<file path="config.mk">
export PLATFORM = sky130hd
export DESIGN_NAME = run_ctrl_flat
export DESIGN_NICKNAME = d
export VERILOG_FILES = /design/src/rtl/run_ctrl_if.sv /design/src/rtl/run_ctrl.sv /design/src/flat_wrapper.sv
export SDC_FILE = /design/constraint.sdc
export NUM_CORES = 1
export LEC_CHECK = 0
export BUFFER_PORTS_ARGS = -buffer_cell sky130_fd_sc_hd__buf_2
export CORE_MARGIN = 4
export CORE_UTILIZATION = 50
export CTS_CLUSTER_DIAMETER = 150
export DETAILED_ROUTE_END_ITERATION = 16
export PLACE_DENSITY = 0.81
export SLEW_MARGIN = 20
export SYNTH_ARGS = -nofsm -noshare
export SYNTH_HDL_FRONTEND = slang
export SYNTH_SLANG_ARGS = --single-unit
</file>
<file path="constraint.sdc">
create_clock -name clk -period 3.6 [get_ports clk]
set_clock_uncertainty 0.15 [all_clocks]
set_input_delay 0 -clock clk [delete_from_list [all_inputs] [get_ports clk]]
set_output_delay 0 -clock clk [all_outputs]
set_load 0.05 [all_outputs]
</file>
<file path="src/rtl/run_ctrl_if.sv">
// Load-stream and program-memory write bus of the run-control sequencer.
// The master side is the debug host; the slave side is run_ctrl.
interface run_ctrl_if #(
    parameter int ADDR_W = 4,
    parameter int DATA_W = 8
);
    logic              load_valid;
    logic [DATA_W-1:0] load_data;
    logic              load_last;
    logic              load_ready;
    logic              prog_we;
    logic [ADDR_W-1:0] prog_addr;
    logic [DATA_W-1:0] prog_data;

    modport master (
        output load_valid, load_data, load_last,
        input  load_ready, prog_we, prog_addr, prog_data
    );

    modport slave (
        input  load_valid, load_data, load_last,
        output load_ready, prog_we, prog_addr, prog_data
    );
endinterface

</file>
<file path="src/rtl/run_ctrl.sv">
// Run-control sequencer for the 8-bit accumulator core.
// Loads program memory and gates the core pause for run/step/stop.
module run_ctrl #(
    parameter int ADDR_W     = 4,
    parameter int DATA_W     = 8,
    parameter int CNT_W      = 16,
    parameter int MAX_CYCLES = 65535
) (
    input  logic              clk,
    input  logic              rst,
    input  logic              start,
    input  logic              stop,
    input  logic              step,
    input  logic              load_start,
    run_ctrl_if.slave         lb,
    input  logic              bp_en,
    input  logic [ADDR_W-1:0] bp_addr,
    input  logic [ADDR_W-1:0] pc,
    input  logic              hlt_in,
    output logic              pause,
    output logic [2:0]        state,
    output logic              timeout,
    output logic [CNT_W-1:0]  cycle_count
);

    typedef enum logic [2:0] {
        S_IDLE = 3'd0,
        S_LOAD = 3'd1,
        S_RUN  = 3'd2,
        S_STEP = 3'd3,
        S_BRK  = 3'd4,
        S_HALT = 3'd5
    } state_t;

    localparam logic [CNT_W-1:0]  LIMIT     = CNT_W'(MAX_CYCLES - 1);
    localparam logic [ADDR_W-1:0] LAST_ADDR = '1;

    state_t state_q, state_d;
    state_t ret_q, ret_d;
    logic first_q, first_d;
    logic [ADDR_W-1:0] ptr_q, ptr_d;
    logic [CNT_W-1:0] cnt_q, cnt_d;
    logic to_q, to_d;
    logic pause_q, ready_q, we_q;
    logic [ADDR_W-1:0] addr_q;
    logic [DATA_W-1:0] data_q;

    logic [3:0] req_q;
    logic [3:0] req;
    logic start_p, stop_p, step_p, load_p;
    logic hs, bp_hit, last_byte;

    assign req     = {load_start, step, stop, start};
    assign start_p = req[0] & ~req_q[0];
    assign stop_p  = req[1] & ~req_q[1];
    assign step_p  = req[2] & ~req_q[2];
    assign load_p  = req[3] & ~req_q[3];

    assign hs        = (state_q == S_LOAD) && lb.load_valid && ready_q;
    assign bp_hit    = bp_en && (pc == bp_addr) && !first_q;
    assign last_byte = lb.load_last || (ptr_q == LAST_ADDR);

    // Next-state logic: stop wins everywhere, HALT only leaves on reset.
    always_comb begin
        state_d = state_q;
        ret_d   = ret_q;
        first_d = 1'b0;
        ptr_d   = ptr_q;
        cnt_d   = cnt_q;
        to_d    = to_q;
        unique case (state_q)
            S_IDLE: begin
                if (load_p) begin
                    state_d = S_LOAD;
                    ptr_d   = '0;
                end else if (start_p) begin
                    state_d = S_RUN;
                    cnt_d   = '0;
                    first_d = 1'b1;
                end else if (step_p) begin
                    state_d = S_STEP;
                    ret_d   = S_IDLE;
                end
            end
            S_LOAD: begin
                if (hs) ptr_d = ptr_q + 1'b1;
                if (stop_p) state_d = S_IDLE;
                else if (hs && last_byte) state_d = S_IDLE;
            end
            S_RUN: begin
                cnt_d = cnt_q + 1'b1;
                if (stop_p) state_d = S_IDLE;
                else if (hlt_in) state_d = S_HALT;
                else if (bp_hit) state_d = S_BRK;
                else if (cnt_q >= LIMIT) begin
                    state_d = S_HALT;
                    to_d    = 1'b1;
                end
            end
            S_STEP: begin
                if (cnt_q != '1) cnt_d = cnt_q + 1'b1;
                if (stop_p) state_d = S_IDLE;
                else if (hlt_in) state_d = S_HALT;
                else state_d = ret_q;
            end
            S_BRK: begin
                if (stop_p) state_d = S_IDLE;
                else if (start_p) begin
                    state_d = S_RUN;
                    first_d = 1'b1;
                end else if (step_p) begin
                    state_d = S_STEP;
                    ret_d   = S_BRK;
                end
            end
            S_HALT: begin
                state_d = S_HALT;
            end
            default: state_d = S_IDLE;
        endcase
    end

    // Sequencer state, counters and request history.
    always_ff @(posedge clk or posedge rst) begin
        if (rst) begin
            state_q <= S_IDLE;
            ret_q   <= S_IDLE;
            first_q <= 1'b0;
            ptr_q   <= '0;
            cnt_q   <= '0;
            to_q    <= 1'b0;
            req_q   <= '0;
        end else begin
            state_q <= state_d;
            ret_q   <= ret_d;
            first_q <= first_d;
            ptr_q   <= ptr_d;
            cnt_q   <= cnt_d;
            to_q    <= to_d;
            req_q   <= req;
        end
    end

    // Registered outputs derived from the upcoming state and load handshake.
    always_ff @(posedge clk or posedge rst) begin
        if (rst) begin
            pause_q <= 1'b1;
            ready_q <= 1'b0;
            we_q    <= 1'b0;
            addr_q  <= '0;
            data_q  <= '0;
        end else begin
            pause_q <= !((state_d == S_RUN) || (state_d == S_STEP));
            ready_q <= (state_d == S_LOAD);
            we_q    <= hs;
            if (hs) begin
                addr_q <= ptr_q;
                data_q <= lb.load_data;
            end
        end
    end

    assign pause         = pause_q;
    assign state         = state_q;
    assign timeout       = to_q;
    assign cycle_count   = cnt_q;
    assign lb.load_ready = ready_q;
    assign lb.prog_we    = we_q;
    assign lb.prog_addr  = addr_q;
    assign lb.prog_data  = data_q;

endmodule

</file>
<file path="src/flat_wrapper.sv">
// flat-port wrapper written by rule: the top's interface ports become plain ports
module run_ctrl_flat 
#(
    parameter int ADDR_W     = 4,
    parameter int DATA_W     = 8,
    parameter int CNT_W      = 16,
    parameter int MAX_CYCLES = 65535
)
  (clk, rst, start, stop, step, load_start, bp_en, bp_addr, pc, hlt_in, pause, state, timeout, cycle_count, lb_load_valid, lb_load_data, lb_load_last, lb_load_ready, lb_prog_we, lb_prog_addr, lb_prog_data);
  run_ctrl_if #(.ADDR_W(ADDR_W), .DATA_W(DATA_W)) lb_i ();
  input  logic clk;
  input  logic rst;
  input  logic start;
  input  logic stop;
  input  logic step;
  input  logic load_start;
  input  logic bp_en;
  input  logic [ADDR_W-1:0] bp_addr;
  input  logic [ADDR_W-1:0] pc;
  input  logic hlt_in;
  output logic pause;
  output logic [2:0] state;
  output logic timeout;
  output logic [CNT_W-1:0] cycle_count;
  input wire logic [$bits(lb_i.load_valid)-1:0] lb_load_valid;
  input wire logic [$bits(lb_i.load_data)-1:0] lb_load_data;
  input wire logic [$bits(lb_i.load_last)-1:0] lb_load_last;
  output wire logic [$bits(lb_i.load_ready)-1:0] lb_load_ready;
  output wire logic [$bits(lb_i.prog_we)-1:0] lb_prog_we;
  output wire logic [$bits(lb_i.prog_addr)-1:0] lb_prog_addr;
  output wire logic [$bits(lb_i.prog_data)-1:0] lb_prog_data;
  assign lb_i.load_valid = lb_load_valid;
  assign lb_i.load_data = lb_load_data;
  assign lb_i.load_last = lb_load_last;
  assign lb_load_ready = lb_i.load_ready;
  assign lb_prog_we = lb_i.prog_we;
  assign lb_prog_addr = lb_i.prog_addr;
  assign lb_prog_data = lb_i.prog_data;
  run_ctrl #(.ADDR_W(ADDR_W), .DATA_W(DATA_W), .CNT_W(CNT_W), .MAX_CYCLES(MAX_CYCLES)) u_core (.clk(clk), .rst(rst), .start(start), .stop(stop), .step(step), .load_start(load_start), .lb(lb_i), .bp_en(bp_en), .bp_addr(bp_addr), .pc(pc), .hlt_in(hlt_in), .pause(pause), .state(state), .timeout(timeout), .cycle_count(cycle_count));
endmodule
</file>
==> metrics.yaml <==
status: "finished, final reports clean"
syn2layout_area_growth_pct: 23.5
ys_warn_count: 0
fin_nets: 332
synthArstFlopShare_pct: 100
grt_pass1_vias: 1906
fin_crit_ns: 2.21
io_buffer_count: 60
synth_top_flop_cell: "dfrtp_1"
start_util_pct: 53.2
synth_common_cells: "dfrtp_1, nand2_1, inv_1, mux2_2, nor2_1"
cp-start-kind: "flop"
vias: 2039
cts_buffers: 5
grt_usage_pct: 19.4
critPathLaunch: "u_core.state[0]"
cp.arrival_ns: 2.26
ctsResizeCount: 0
r2r-end: "u_core.ptr_q[0]"
power_frac_clock_pct: 16.5
fin_setup_tns_ns: 0
rsz0062_at_grt: "no"
via_per_inst: 5.73
syn_area_sq_mm: 0.00240
rr_startpoint: "u_core.state[0]"
worst_slew_pin_slew_ns: 0.545
drive_gt1_share_pct: 33.2
crit_fanout: 17
cp_num_buf_inv: 0
first_pass_iters: 4
overflow: 0
placed_cell_area_sq_mm: 0.00272
synth-seq-area-share_pct: 47.0
synthTopCellsByArea: "dfrtp_1, mux2_2, nand2_1"
cp.required_ns: 3.64
synth_edf_count: 0
crit_slowest_cell: "dfrtp_1"
stdcell_area_sq_mm: 0.00296
die_w_um: 77.2
p_comb_share_pct: 45.3
yosys_register_bits: 45
diodes: 0
cts_setup_buffers: 0
drv_slew: 0
syn_area_per_cell_sq_um: 10.6
yosysUniqueCellTypes: 64
power_density_mw_per_mm2: 655
slowest_delay_ns: 0.59
clockBufferDepth: 2
min_from: "pc[2]"
drc: 0
p_int_mw: 1.04
clk_pin_slew_ns: 0.09
reg2reg_depth: 4
final_util_pct: 65.8
synth_cells: 227
ant_nets: 0
pre_cts_ws_ns: 1.40
fmax_mhz: 452
p_switching_mw: 0.906
yosys.cell_count.top_type: "dfrtp_1"
worstSetupPathType: "reg2reg"
max_cap_violations: 0
setup_slack_ns: 1.39
hp-class: "in2reg"
synth_top_area_cell: "dfrtp_1"
crit_chain: "or3b_2 > nor2_4 > nor2_1 > mux2_2"
drt_iter0_markers: 170
hold-path-endpoint: "u_core.timeout"
cts-hold-fix-buffers: 15
synthesis.nets: 256
gp_congestion: 0.831
period_share_pct: 61.5
end_kind: "flop"
antenna_found_initial: 0
synthDominantCellAreaShare_pct: 45.9
relSlewSlack_pct: 63.6
die_y_um: 77.2
clkLatencyLatePin_ns: 0.30
coreArea_sq_mm: 0.00450
num_rows: 24
ios: 61
ir_drop_v: 0.000321
finalHoldViolCount: 0
grt_pass1_wl_um: 9200
cts_tree: "done"
grt_max_degree: 46
place_hpwl_um: 3960
setup_viol: 0
cts_root_buffer: "clkbuf_8"
hold_path_depth: 4
wl_um: 5520
ff2ff_setup_slack_ns: 1.39
crit_family: "simple AND/OR/NAND/NOR gates"
die_area_sq_mm: 0.00597
p_leak_nw: 1.42
cts_sinks: 45
swShare_pct: 46.7
p_seq_share_pct: 38.2
htree_levels: 2
wl_per_cell_um: 15.5
[power groups by stage]
stage / Combinational, mW / Sequential [mW] / Clock [mW]
2_1_floorplan: 0.361 / 1.06 / 0
3_3_place_gp: 0.853 / 0.744 / 0
3_5_place_dp: 0.872 / 0.751 / 0
4_1_cts: 0.886 / 0.741 / 0.327
5_1_grt: 0.949 / 0.765 / 0.351
6_report: 0.880 / 0.741 / 0.319
[placed cells by master (no fill, tap or decap), drive strengths merged, types with 4 or more instances in the layout]
master and n:
nand4 6, a21oi 9, nand2b 6, dlygate4sd3 15, nand2 19, mux2 13
o31ai 10, clkbuf 5, dfrtp 44, and3 8, nor2 11, or4 6
buf 61, inv 11, o211ai 4, nor3 5, or3 4, o21ai 8
nand3 8, clkinv 4, nor2b 4
[worst max-delay path by stage]
stage,cells past startpoint,end,slack (ns)
floorplan,4,u_core.lb.prog_data[0],1.40
global placement,4,u_core.ptr_q[0],1.46
detailed placement,4,u_core.ptr_q[0],1.40
CTS,4,u_core.ptr_q[0],1.39
global route,5,u_core.ptr_q[3],1.23
finish,4,u_core.ptr_q[0],1.39
[cell type report]
cell class	count	area, sq um
clock buffer	5	68.8
clock inverter	3	22.5
fill	363	1540
inverter	12	45.0
multi-input combinational	163	1170
sequential	45	1130
tap	52	65.1
timing repair buffer	76	458
[worst min-delay path, cell delays in order]
cell	delay (ns)
buf_2	0.08
xnor2_1	0.09
and4b_1	0.32
o31ai_1	0.11
[flip-flops by register name (all words and copies together) (netlist names)]
signal                flops
u_core.cycle_count       16
u_core.first_q            1
u_core.lb.load_ready      1
u_core.lb.prog_addr       4
u_core.lb.prog_data       8
u_core.lb.prog_we         1
u_core.pause              1
u_core.ptr_q              4
u_core.req_q              4
u_core.ret_q              1
u_core.state              3
u_core.timeout            1
[kinds of logic after synthesis]
| group | count (synthesis) | synth area share [%] |
|---|---|---|
| adder cells (fa/ha/maj) | 3 | 1.57 |
| buffers and inverters | 19 | 3.97 |
| multiplexers | 16 | 7.36 |
| AO/OA/AOI/OAI | 48 | 14.9 |
| flip-flops | 45 | 47.0 |
| XOR/XNOR | 3 | 1.10 |
| AND/OR/NAND/NOR | 93 | 24.1 |
[metrics by stage]
stage	hold slack [ns]	cells	power (mW)
2_1_floorplan	-0.119	227	1.43
3_3_place_gp	-0.0272	333	1.60
3_5_place_dp	-0.0262	333	1.62
4_1_cts	0.167	356	1.95
5_1_grt	0.192	356	2.06
6_report	0.185	356	1.94
[metal layers]
| metal | GRT usage (%) | share of wire (%) | vias to the layer above |
|---|---|---|---|
| li1 | - | - | 995 |
| met1 | 25.9 | 44 | 988 |
| met4 | 5.52 | 1.5 | 0 |
| met3 | 4.68 | 4.7 | 8 |
| met2 | 31.3 | 49 | 48 |
| met5 | 0 | 0 | - |
Power figures use the tool's default switching activity.
